### config.mk
export PLATFORM = sky130hd
export DESIGN_NAME = dc_exp_unit
export DESIGN_NICKNAME = d
export VERILOG_FILES = /design/src/rtl/dc_exp_unit.sv
export SDC_FILE = /design/constraint.sdc
export NUM_CORES = 1
export LEC_CHECK = 0
export CORE_AREA = 2 2 191 193
export DETAILED_ROUTE_END_ITERATION = 16
export DIE_AREA = 0 0 193 195
export PLACE_DENSITY = 0.57
export SETUP_SLACK_MARGIN = 0.2
export SKIP_LAST_GASP = 1
export SYNTH_ARGS = -nofsm -noshare
export SYNTH_HDL_FRONTEND = slang
export SYNTH_SLANG_ARGS = --single-unit
### constraint.sdc
create_clock -name clk -period 4.5 [get_ports clk]
set_input_delay 0.9 -clock clk [delete_from_list [all_inputs] [get_ports clk]]
set_output_delay 0.9 -clock clk [all_outputs]
set_load 0.01 [all_outputs]
### src/rtl/dc_exp_unit.sv
// ---------------------------------------------------------------------------
// dc_exp_unit
//   Data-cache exception unit for the read-operands stage. Every qualifying
//   cycle one memory read and one memory write (first and last byte) are
//   checked against their segment limits and against a fully associative
//   TLB. At most one prioritised exception (rd_prot > rd_pf > wr_prot > wr_pf)
//   is captured and held until the exception controller acknowledges it.
//
// Configuration macro:
//   DC_EXP_FAULT_INFO_EN  defined   -> fault_addr / pf_err_code registered
//                         undefined -> fault_addr / pf_err_code tied to 0
//
// Ports:
//   clk, rst_n            clock, synchronous active-low reset
//   v_in, stall_in, isr   stage valid, stage stalled, handler executing
//   rd_en, wr_en          instruction reads / writes memory
//   rd_addr, rd_addr_end  linear first/last byte of the read
//   wr_addr, wr_addr_end  linear first/last byte of the write
//   rd_off_end, rd_limit  segment offset of last read byte, read seg limit
//   wr_off_end, wr_limit  segment offset of last write byte, write seg limit
//   tlb_vpn               packed VPNs, entry i at [i*VPN_W +: VPN_W]
//   tlb_valid/pr/rw       per-entry valid, present, writable
//   exp_ack               controller consumed the pending exception
//   exp_valid             exception pending
//   dc_rd_exp, dc_wr_exp  cause is the read / the write
//   dc_prot_exp           protection (segment limit or read-only page)
//   dc_page_fault         page not present / not mapped
//   fault_addr            faulting linear address (CR2)
//   pf_err_code           {U/S, W/R, P}
// ---------------------------------------------------------------------------
module dc_exp_unit #(
  parameter int TLB_ENTRIES = 8,
  parameter int VPN_W       = 20
) (
  input  logic                         clk,
  input  logic                         rst_n,
  input  logic                         v_in,
  input  logic                         stall_in,
  input  logic                         isr,
  input  logic                         rd_en,
  input  logic                         wr_en,
  input  logic [31:0]                  rd_addr,
  input  logic [31:0]                  rd_addr_end,
  input  logic [31:0]                  wr_addr,
  input  logic [31:0]                  wr_addr_end,
  input  logic [31:0]                  rd_off_end,
  input  logic [31:0]                  rd_limit,
  input  logic [31:0]                  wr_off_end,
  input  logic [31:0]                  wr_limit,
  input  logic [TLB_ENTRIES*VPN_W-1:0] tlb_vpn,
  input  logic [TLB_ENTRIES-1:0]       tlb_valid,
  input  logic [TLB_ENTRIES-1:0]       tlb_pr,
  input  logic [TLB_ENTRIES-1:0]       tlb_rw,
  input  logic                         exp_ack,
  output logic                         exp_valid,
  output logic                         dc_rd_exp,
  output logic                         dc_wr_exp,
  output logic                         dc_prot_exp,
  output logic                         dc_page_fault,
  output logic [31:0]                  fault_addr,
  output logic [2:0]                   pf_err_code
);

  typedef enum logic {IDLE = 1'b0, PEND = 1'b1} state_t;

  state_t state_q, state_d;
  logic   rd_exp_q, rd_exp_d;
  logic   wr_exp_q, wr_exp_d;
  logic   prot_q, prot_d;
  logic   pf_q, pf_d;

  // Returns {hit, writable} for one linear address. Scanning from the top
  // index down lets the lowest matching index overwrite the result, so the
  // lowest index wins on a multi-hit. hit is the present bit of the winner.
  function automatic logic [1:0] tlb_lookup(input logic [31:0] addr);
    logic [1:0]       res;
    logic [VPN_W-1:0] vpn;
    res = 2'b00;
    vpn = VPN_W'(addr[31:12]);
    for (int i = TLB_ENTRIES - 1; i >= 0; i--) begin
      if (tlb_valid[i] && (tlb_vpn[i*VPN_W +: VPN_W] == vpn))
        res = {tlb_pr[i], tlb_rw[i]};
    end
    return res;
  endfunction

  logic [1:0] rs_lk, re_lk, ws_lk, we_lk;
  logic       wr_ro, fire;
  logic       rd_prot, rd_pf, wr_prot, wr_pf;

  always_comb begin
    rs_lk   = tlb_lookup(rd_addr);
    re_lk   = tlb_lookup(rd_addr_end);
    ws_lk   = tlb_lookup(wr_addr);
    we_lk   = tlb_lookup(wr_addr_end);
    // Write to a present but read-only page at either end of the access.
    wr_ro   = (ws_lk[1] & ~ws_lk[0]) | (we_lk[1] & ~we_lk[0]);
    fire    = v_in & ~stall_in & ~isr & (state_q == IDLE);
    rd_prot = rd_en & (rd_off_end > rd_limit);
    rd_pf   = rd_en & ~(rs_lk[1] & re_lk[1]);
    wr_prot = wr_en & ((wr_off_end > wr_limit) | wr_ro);
    wr_pf   = wr_en & ~(ws_lk[1] & we_lk[1]);
  end

  // Next-state / capture logic. Holding in PEND ignores new checks; ack
  // clears outputs on the same edge that returns to IDLE.
  always_comb begin
    state_d  = state_q;
    rd_exp_d = rd_exp_q;
    wr_exp_d = wr_exp_q;
    prot_d   = prot_q;
    pf_d     = pf_q;
    case (state_q)
      IDLE: begin
        rd_exp_d = 1'b0;
        wr_exp_d = 1'b0;
        prot_d   = 1'b0;
        pf_d     = 1'b0;
        if (fire && (rd_prot || rd_pf || wr_prot || wr_pf)) begin
          state_d  = PEND;
          rd_exp_d = rd_prot | rd_pf;
          wr_exp_d = ~(rd_prot | rd_pf);
          prot_d   = rd_prot | (~rd_pf & wr_prot);
          pf_d     = ~rd_prot & (rd_pf | ~wr_prot);
        end
      end
      PEND: begin
        if (exp_ack) begin
          state_d  = IDLE;
          rd_exp_d = 1'b0;
          wr_exp_d = 1'b0;
          prot_d   = 1'b0;
          pf_d     = 1'b0;
        end
      end
      default: state_d = IDLE;
    endcase
  end

  always_ff @(posedge clk) begin
    if (!rst_n) begin
      state_q  <= IDLE;
      rd_exp_q <= 1'b0;
      wr_exp_q <= 1'b0;
      prot_q   <= 1'b0;
      pf_q     <= 1'b0;
    end else begin
      state_q  <= state_d;
      rd_exp_q <= rd_exp_d;
      wr_exp_q <= wr_exp_d;
      prot_q   <= prot_d;
      pf_q     <= pf_d;
    end
  end

  assign exp_valid     = (state_q == PEND);
  assign dc_rd_exp     = rd_exp_q;
  assign dc_wr_exp     = wr_exp_q;
  assign dc_prot_exp   = prot_q;
  assign dc_page_fault = pf_q;

`ifdef DC_EXP_FAULT_INFO_EN
  logic [31:0] fault_addr_q, fault_addr_d;
  logic [2:0]  pf_err_code_q, pf_err_code_d;

  // For page faults the start address is reported if it missed; otherwise
  // the end access crossed into an unmapped page whose base is reported.
  always_comb begin
    fault_addr_d  = fault_addr_q;
    pf_err_code_d = pf_err_code_q;
    if (state_q == IDLE) begin
      fault_addr_d  = 32'h0;
      pf_err_code_d = 3'b000;
      if (fire) begin
        if (rd_prot) begin
          fault_addr_d = rd_addr;
        end else if (rd_pf) begin
          fault_addr_d = rs_lk[1] ? {rd_addr_end[31:12], 12'h000} : rd_addr;
        end else if (wr_prot) begin
          fault_addr_d  = wr_addr;
          pf_err_code_d = {2'b01, wr_ro};
        end else if (wr_pf) begin
          fault_addr_d  = ws_lk[1] ? {wr_addr_end[31:12], 12'h000} : wr_addr;
          pf_err_code_d = 3'b010;
        end
      end
    end else if (exp_ack) begin
      fault_addr_d  = 32'h0;
      pf_err_code_d = 3'b000;
    end
  end

  always_ff @(posedge clk) begin
    if (!rst_n) begin
      fault_addr_q  <= 32'h0;
      pf_err_code_q <= 3'b000;
    end else begin
      fault_addr_q  <= fault_addr_d;
      pf_err_code_q <= pf_err_code_d;
    end
  end

  assign fault_addr  = fault_addr_q;
  assign pf_err_code = pf_err_code_q;
`else
  assign fault_addr  = 32'h0;
  assign pf_err_code = 3'b000;
`endif

endmodule

==> results of run 1 <==
[area by class of cell]
type,instances,area (um2),share of cell area
Clock buffer,4,78.83,0.004920
Multi-Input combinational cell,1162,9285,0.5796
Sequential cell,5,100.1,0.006248
Antenna cell,1,2.502,0.0001562
Tap cell,461,576.8,0.03600
Inverter,79,296.5,0.01851
Timing Repair Buffer,591,5680,0.3546
[kinds of logic (layout without fill, tap and decap cells)]
logic type / Yosys count / after routing
xor+xnor: 637 / 637
simple gates: 314 / 314
buf+inv: 229 / 674
compound gates: 105 / 105
fa+ha+maj: 64 / 64
mux: 7 / 7
flops: 5 / 5
other cells: 1 / 36
[cells in the final DEF (no fill, tap or decap), types with 5 or more instances in the layout]
cell type | netlist | final
a21o_1 | 18 | 18
dlymetal6s2s_1 | 0 | 8
nor2_1 | 15 | 15
clkdlybuf4s50_1 | 0 | 396
nor4_1 | 75 | 71
a31oi_1 | 5 | 5
nor4_2 | 1 | 5
a21oi_1 | 20 | 20
and3_1 | 11 | 11
nand4_1 | 121 | 121
dfxtp_1 | 5 | 5
o21ai_0 | 14 | 14
o21a_1 | 7 | 7
xor2_1 | 218 | 218
conb_1 | 1 | 35
nor2b_1 | 9 | 9
buf_4 | 37 | 170
nand2_1 | 18 | 18
xnor2_1 | 419 | 419
ha_1 | 64 | 64
buf_12 | 0 | 17
inv_1 | 79 | 79
nand3_1 | 34 | 33
nor3_1 | 10 | 10
[power groups by stage]
stage / sequential, W / clock (W) / combinational (W)
floorplan: 0.0000473 / 0 / 0.000792
global placement: 0.0000469 / 0 / 0.00162
detailed placement: 0.0000469 / 0 / 0.00163
CTS: 0.0000463 / 0.000149 / 0.00163
global route: 0.0000464 / 0.000152 / 0.00175
finish: 0.0000463 / 0.000147 / 0.00167
[worst paths after layout]
kind | startpoint | endpoint | depth (start not counted)
max | wr_addr[28] | dc_page_fault$_SDFFE_PN0P_ | 13
min | dc_prot_exp$_SDFFE_PN0P_ | dc_prot_exp$_SDFFE_PN0P_ | 2
max reg2reg | exp_valid$_SDFF_PN0_ | dc_wr_exp$_SDFFE_PN0P_ | 3
min reg2reg | dc_prot_exp$_SDFFE_PN0P_ | dc_prot_exp$_SDFFE_PN0P_ | 2
[state kept, by name (all words and copies together) (netlist names)]
name / cells
dc_prot_exp: 1
dc_wr_exp: 1
dc_rd_exp: 1
exp_valid: 1
dc_page_fault: 1
[per-stage QoR]
step	hold WS [ns]	utilization	std cells	area [um2]	TNS [ns]
finish	0.4438	0.4526	2303	16020	0
global route	0.4914	0.4525	2302	16020	0
CTS	0.4486	0.4504	2301	15940	0
detailed placement	0.4462	0.4480	2297	15860	-0.06151
global placement	0.4461	0.4480	2297	15860	0
floorplan	0.4749	-	1396	10390	0
[metal layers]
layer | up-vias | GRT usage
met5 | - | 0
met4 | 0 | 0.2169
met3 | 264 | 0.07764
met2 | 985 | 0.5226
met1 | 5791 | 0.4125
li1 | 5506 | -
[worst reg2reg max path, cell delays in order, from the launching register on]
cell     delay (ns)
dfxtp_1        0.32
or4b_2         0.73
o31ai_1        0.25
and2_1         0.14
[timing repair]
| item | 4_1_cts | 5_1_grt |
|---|---|---|
| setup endpoints to repair | 1 | 4 |
| endpoints found under the hold margin | 0 | 0 |
| pin swaps | 0 | 3 |
| setup buffers | 0 | 1 |
| resized for setup | 1 | 15 |
==> results.json, run 1 <==
{
  "status": "finished clean",
  "rsz0062_at_grt": "yes",
  "die_w_um": 193,
  "grt_pass1_wl_mm": 89.09,
  "slew_headroom": 0.3514,
  "dr.pass1.iters": 5,
  "drive_gt1_frac": 0.1179,
  "vias_per_cell": 5.448,
  "critPathLaunchType": "primary input",
  "dp_hpwl_mm": 53.41,
  "switching_share": 0.4670,
  "crit_required_ns": 4.66,
  "synth-seq-cells": 5,
  "yosys-top-cells-area": "xnor2_1, xor2_1, ha_1, nand4_1, nor4_1",
  "worst_slew_pin_slew_ns": 0.9699,
  "crit_chain": "clkdlybuf4s50_1 > buf_4 > buf_4 > xor2_1 > nor4_2 > nand4_1 > a2111o_1 > a2111oi_4 > o311ai_0 > a32o_2 > o31ai_1 > a32oi_1 > nor2b_1",
  "power.switching_w": 0.0008716,
  "synth_top_area_share": 0.3575,
  "synth-seq-area-share": 0.009750,
  "grt_pass1_vias": 12590,
  "cp_common_cell": "buf_4",
  "drt_iter0_drc": 1182,
  "synth_most_common_cell": "xnor2_1",
  "critPathArrivalTime_ns": 4.37,
  "area_growth_pct": 56.05,
  "top_layer_used": "met4",
  "cts.clk_slew.worst_paths_ns": 0.03,
  "routabilityCongestion": 1.046,
  "grt_antenna_before_repair": 1,
  "setup_viol_count_final": 0,
  "die_height_um": 195,
  "finalHoldViolCount": 0,
  "postCtsHoldBufs": 0,
  "yosys.area_share.simple": 0.1845,
  "synthDistinctLibCells": 69,
  "ys_warn_count": 0,
  "synthMuxAreaShare": 0.007313,
  "grtUsageTotal": 0.3358,
  "htree_num_levels": 1,
  "worst-path-buf-inv": 3,
  "final.setup_skew_ns": 0.0009115,
  "crit_path_max_incr_delay_ns": 0.50,
  "critPathSlowestCell": "a2111o_1",
  "grt_max_degree": 9,
  "worst-r2r-setup-slack_ns": 3.00,
  "p_total_w": 0.001866,
  "wl_per_cell_um": 28.55,
  "cp_max_fo": 5,
  "final_max_slew_viol_count": 0,
  "pwr-share-comb": 0.896,
  "crit_path_end_kind": "register",
  "met3WireLength_mm": 7.650,
  "core_mm2": 0.03540,
  "synth-main-ff-cell": "dfxtp_1",
  "synth_top_family_by_area": "XOR/XNOR gates",
  "power_density_mw_per_mm2": 116.5,
  "drc_errors": 0,
  "synth_edf_count": 0,
  "path_delay_family": "compound AO/OA/AOI/OAI gates",
  "synth-xor-area-share": 0.5434,
  "nets": 2354,
  "route.vias.total": 12550,
  "period_needed_ns": 4.203,
  "grt_overflow_total": 0,
  "cts_buffers": 3,
  "cts_tree": "done",
  "start_util": 0.2900,
  "clk_path_buf_depth": 2,
  "max_cap_viol_count": 0,
  "cts_num_sinks": 5,
  "clkPwrFrac": 0.079,
  "clock_latency_ns": 0.23,
  "peakVddDrop_mv": 0.09860,
  "synthArstFlopShare": 0,
  "nFillCells": 3580,
  "synth_compound_gate_area_share": 0.07325,
  "criticalPathCategory": "in -> reg",
  "timing.final.ws_setup_ns": 0.2973,
  "syn_area_per_cell_um2": 7.538,
  "clockRootBuffer": "clkbuf_16",
  "max_freq_ghz": 0.2379,
  "synthCells": 1362,
  "ant_nets": 0,
  "pre_cts_ws_ns": -0.04849,
  "synthTopCellsByCount": "xnor2_1, xor2_1, nand4_1",
  "intPower_w": 0.0009948,
  "std_cell_rows": 69,
  "power.static_leakage_nw": 6.218,
  "drt-met1-wl_mm": 24.91,
  "yosysTopAreaCell": "xnor2_1",
  "die-area_mm2": 0.03764,
  "synthAdderAreaFrac": 0.07800,
  "drt-total-wl_mm": 65.76,
  "wl_met2_mm": 27.97,
  "finalCritPeriodShare": 0.9339,
  "io_pins": 488,
  "power_frac_seq": 0.025,
  "min_path_type": "reg -> reg",
  "io_buffers": 404,
  "netlist_area_mm2": 0.01027
}
Note: power is estimated with default switching activity, not from simulation.
==> run 2: changes to the inputs <==
--- a/config.mk
+++ b/config.mk
@@ -8,9 +8,11 @@
 export CORE_AREA = 2 2 191 193
 export DETAILED_ROUTE_END_ITERATION = 16
 export DIE_AREA = 0 0 193 195
+export MAX_ROUTING_LAYER = met4
 export PLACE_DENSITY = 0.57
 export SETUP_SLACK_MARGIN = 0.2
 export SKIP_LAST_GASP = 1
+export SLEW_MARGIN = 15
 export SYNTH_ARGS = -nofsm -noshare
 export SYNTH_HDL_FRONTEND = slang
 export SYNTH_SLANG_ARGS = --single-unit
==> results.json, run 2 (synthesis results as in run 1) <==
{
  "cts_tree": "done",
  "power.switching_w": 0.0008728,
  "wl_per_cell_um": 28.84,
  "mostFrequentLayoutCells": "xnor2_1, clkdlybuf4s50_1, xor2_1",
  "core_mm2": 0.03540,
  "critPathArrivalTime_ns": 4.31,
  "pre_cts_ws_ns": -0.04389,
  "cts_buffers": 3,
  "dp_hpwl_mm": 54.53,
  "power.static_leakage_nw": 6.251,
  "start_util": 0.2900,
  "setup_viol_count_final": 0,
  "peakVddDrop_mv": 0.08342,
  "slew_headroom": 0.5344,
  "period_needed_ns": 4.192,
  "htree_num_levels": 1,
  "die_w_um": 193,
  "finalHoldViolCount": 0,
  "min_path_type": "reg -> reg",
  "place_area_mm2": 0.01588,
  "ant_nets": 0,
  "r2r_start": "exp_valid$_SDFF_PN0_",
  "holdCritStartpoint": "dc_prot_exp$_SDFFE_PN0P_",
  "min_to": "dc_prot_exp$_SDFFE_PN0P_",
  "grt_antenna_before_repair": 1,
  "worst-r2r-setup-slack_ns": 2.99,
  "switching_share": 0.4678,
  "cts_num_sinks": 5,
  "cts.clk_slew.worst_paths_ns": 0.04,
  "power_frac_seq": 0.025,
  "drt-total-wl_mm": 66.47,
  "rsz0062_at_grt": "no",
  "route.vias.total": 12450,
  "pwr-share-comb": 0.897,
  "worst_slew_pin_slew_ns": 0.6973,
  "grtUsageTotal": 0.3512,
  "area_growth_pct": 56.04,
  "clockRootBuffer": "clkbuf_16",
  "grt_pass1_wl_mm": 90.21,
  "max_cap_viol_count": 0,
  "criticalPathCategory": "in -> reg",
  "nets": 2355,
  "layout_commonest_cell": "xnor2_1",
  "grt_overflow_total": 0,
  "startpoint": "wr_addr_end[25]",
  "drc_errors": 0,
  "r2r-end": "dc_wr_exp$_SDFFE_PN0P_",
  "max_freq_ghz": 0.2386,
  "register_area_um2": 100.1,
  "stdcell_area_mm2": 0.01602,
  "intPower_w": 0.0009930,
  "io_buffers": 404,
  "status": "finished clean",
  "p_total_w": 0.001866,
  "clk_path_buf_depth": 2,
  "vias_per_cell": 5.400,
  "grt_pass1_vias": 12520,
  "io_pins": 488,
  "r2r_cells": 3,
  "die_height_um": 195,
  "dr.pass1.iters": 5,
  "crit_required_ns": 4.62,
  "die-area_mm2": 0.03764,
  "grt_max_degree": 9,
  "drive_gt1_frac": 0.1173,
  "cp_max_fo": 5,
  "power_density_mw_per_mm2": 116.5,
  "final.setup_skew_ns": 0.003734,
  "std_cell_rows": 69,
  "hold_slack_ns": 0.4476,
  "critPathLaunchType": "primary input",
  "holdPathStages": 2,
  "final_max_slew_viol_count": 0,
  "timing.final.ws_setup_ns": 0.3084,
  "clock_latency_ns": 0.23,
  "routabilityCongestion": 1.067,
  "finalCritPeriodShare": 0.9315,
  "crit_path_end_kind": "register",
  "clkPwrFrac": 0.078,
  "drt_iter0_drc": 1123,
  "nFillCells": 3569,
  "multi_input_area_mm2": 0.009256
}
## run 2: routing by layer
metal  up-vias  global-route usage  wire [um]
met5         -                   -          0
met2       908              0.5334      28400
li1       5505                   -          -
met1      5733              0.4329      26150
met3       301             0.05643       6715
met4         0              0.2155       5204
## run 2: stage by stage
step,TNS (ns),cells,util
floorplan,0,1396,-
global placement,-0.02064,2298,0.4486
detailed placement,-0.08396,2298,0.4486
CTS,0,2302,0.4510
global route,0,2304,0.4525
finish,0,2305,0.4526
## run 2: critical path, cell delays in order
cell and delay [ns]:
clkdlybuf4s50_1 0.74, buf_4 0.25, xnor2_1 0.14, nand4_1 0.13, nor4_1 0.33, nand4_1 0.31, buf_4 0.25, o211ai_1 0.08
o2111a_1 0.25, o21ai_2 0.06, nor3_1 0.41, o31ai_1 0.17, a32oi_1 0.21, nor2b_1 0.06
## run 2: how the worst max path moves through the flow
stage	end	slack, ns	cells past startpoint
floorplan	exp_valid$_SDFF_PN0_	1.12	12
global placement	exp_valid$_SDFF_PN0_	-0.02	14
detailed placement	dc_page_fault$_SDFFE_PN0P_	-0.04	15
CTS	dc_page_fault$_SDFFE_PN0P_	0.26	14
global route	exp_valid$_SDFF_PN0_	0.20	14
finish	dc_page_fault$_SDFFE_PN0P_	0.31	14
## run 2: power by group through the flow
| stage | Combinational (W) | Sequential, W | Clock [W] |
|---|---|---|---|
| 2_1_floorplan | 0.000792 | 0.0000473 | 0 |
| 3_3_place_gp | 0.00163 | 0.0000469 | 0 |
| 3_5_place_dp | 0.00164 | 0.0000470 | 0 |
| 4_1_cts | 0.00164 | 0.0000463 | 0.000148 |
| 5_1_grt | 0.00176 | 0.0000465 | 0.000150 |
| 6_report | 0.00167 | 0.0000463 | 0.000146 |
## run 2: cell type report
type / instances / share of cell area
Antenna cell: 2 / 0.0003124
Clock buffer: 3 / 0.004686
Clock inverter: 1 / 0.0003124
Inverter: 79 / 0.01851
Multi-Input combinational cell: 1162 / 0.5778
Sequential cell: 5 / 0.006249
Tap cell: 461 / 0.03601
Timing Repair Buffer: 592 / 0.3561
## run 2: repair_timing
action | in CTS | in global routing
buffers inserted | 0 | 1
setup endpoints to repair | 2 | 5
resized for setup | 2 | 13
pin swaps | 0 | 4
hold buffers | 0 | 0
hold endpoints to repair | 0 | 0
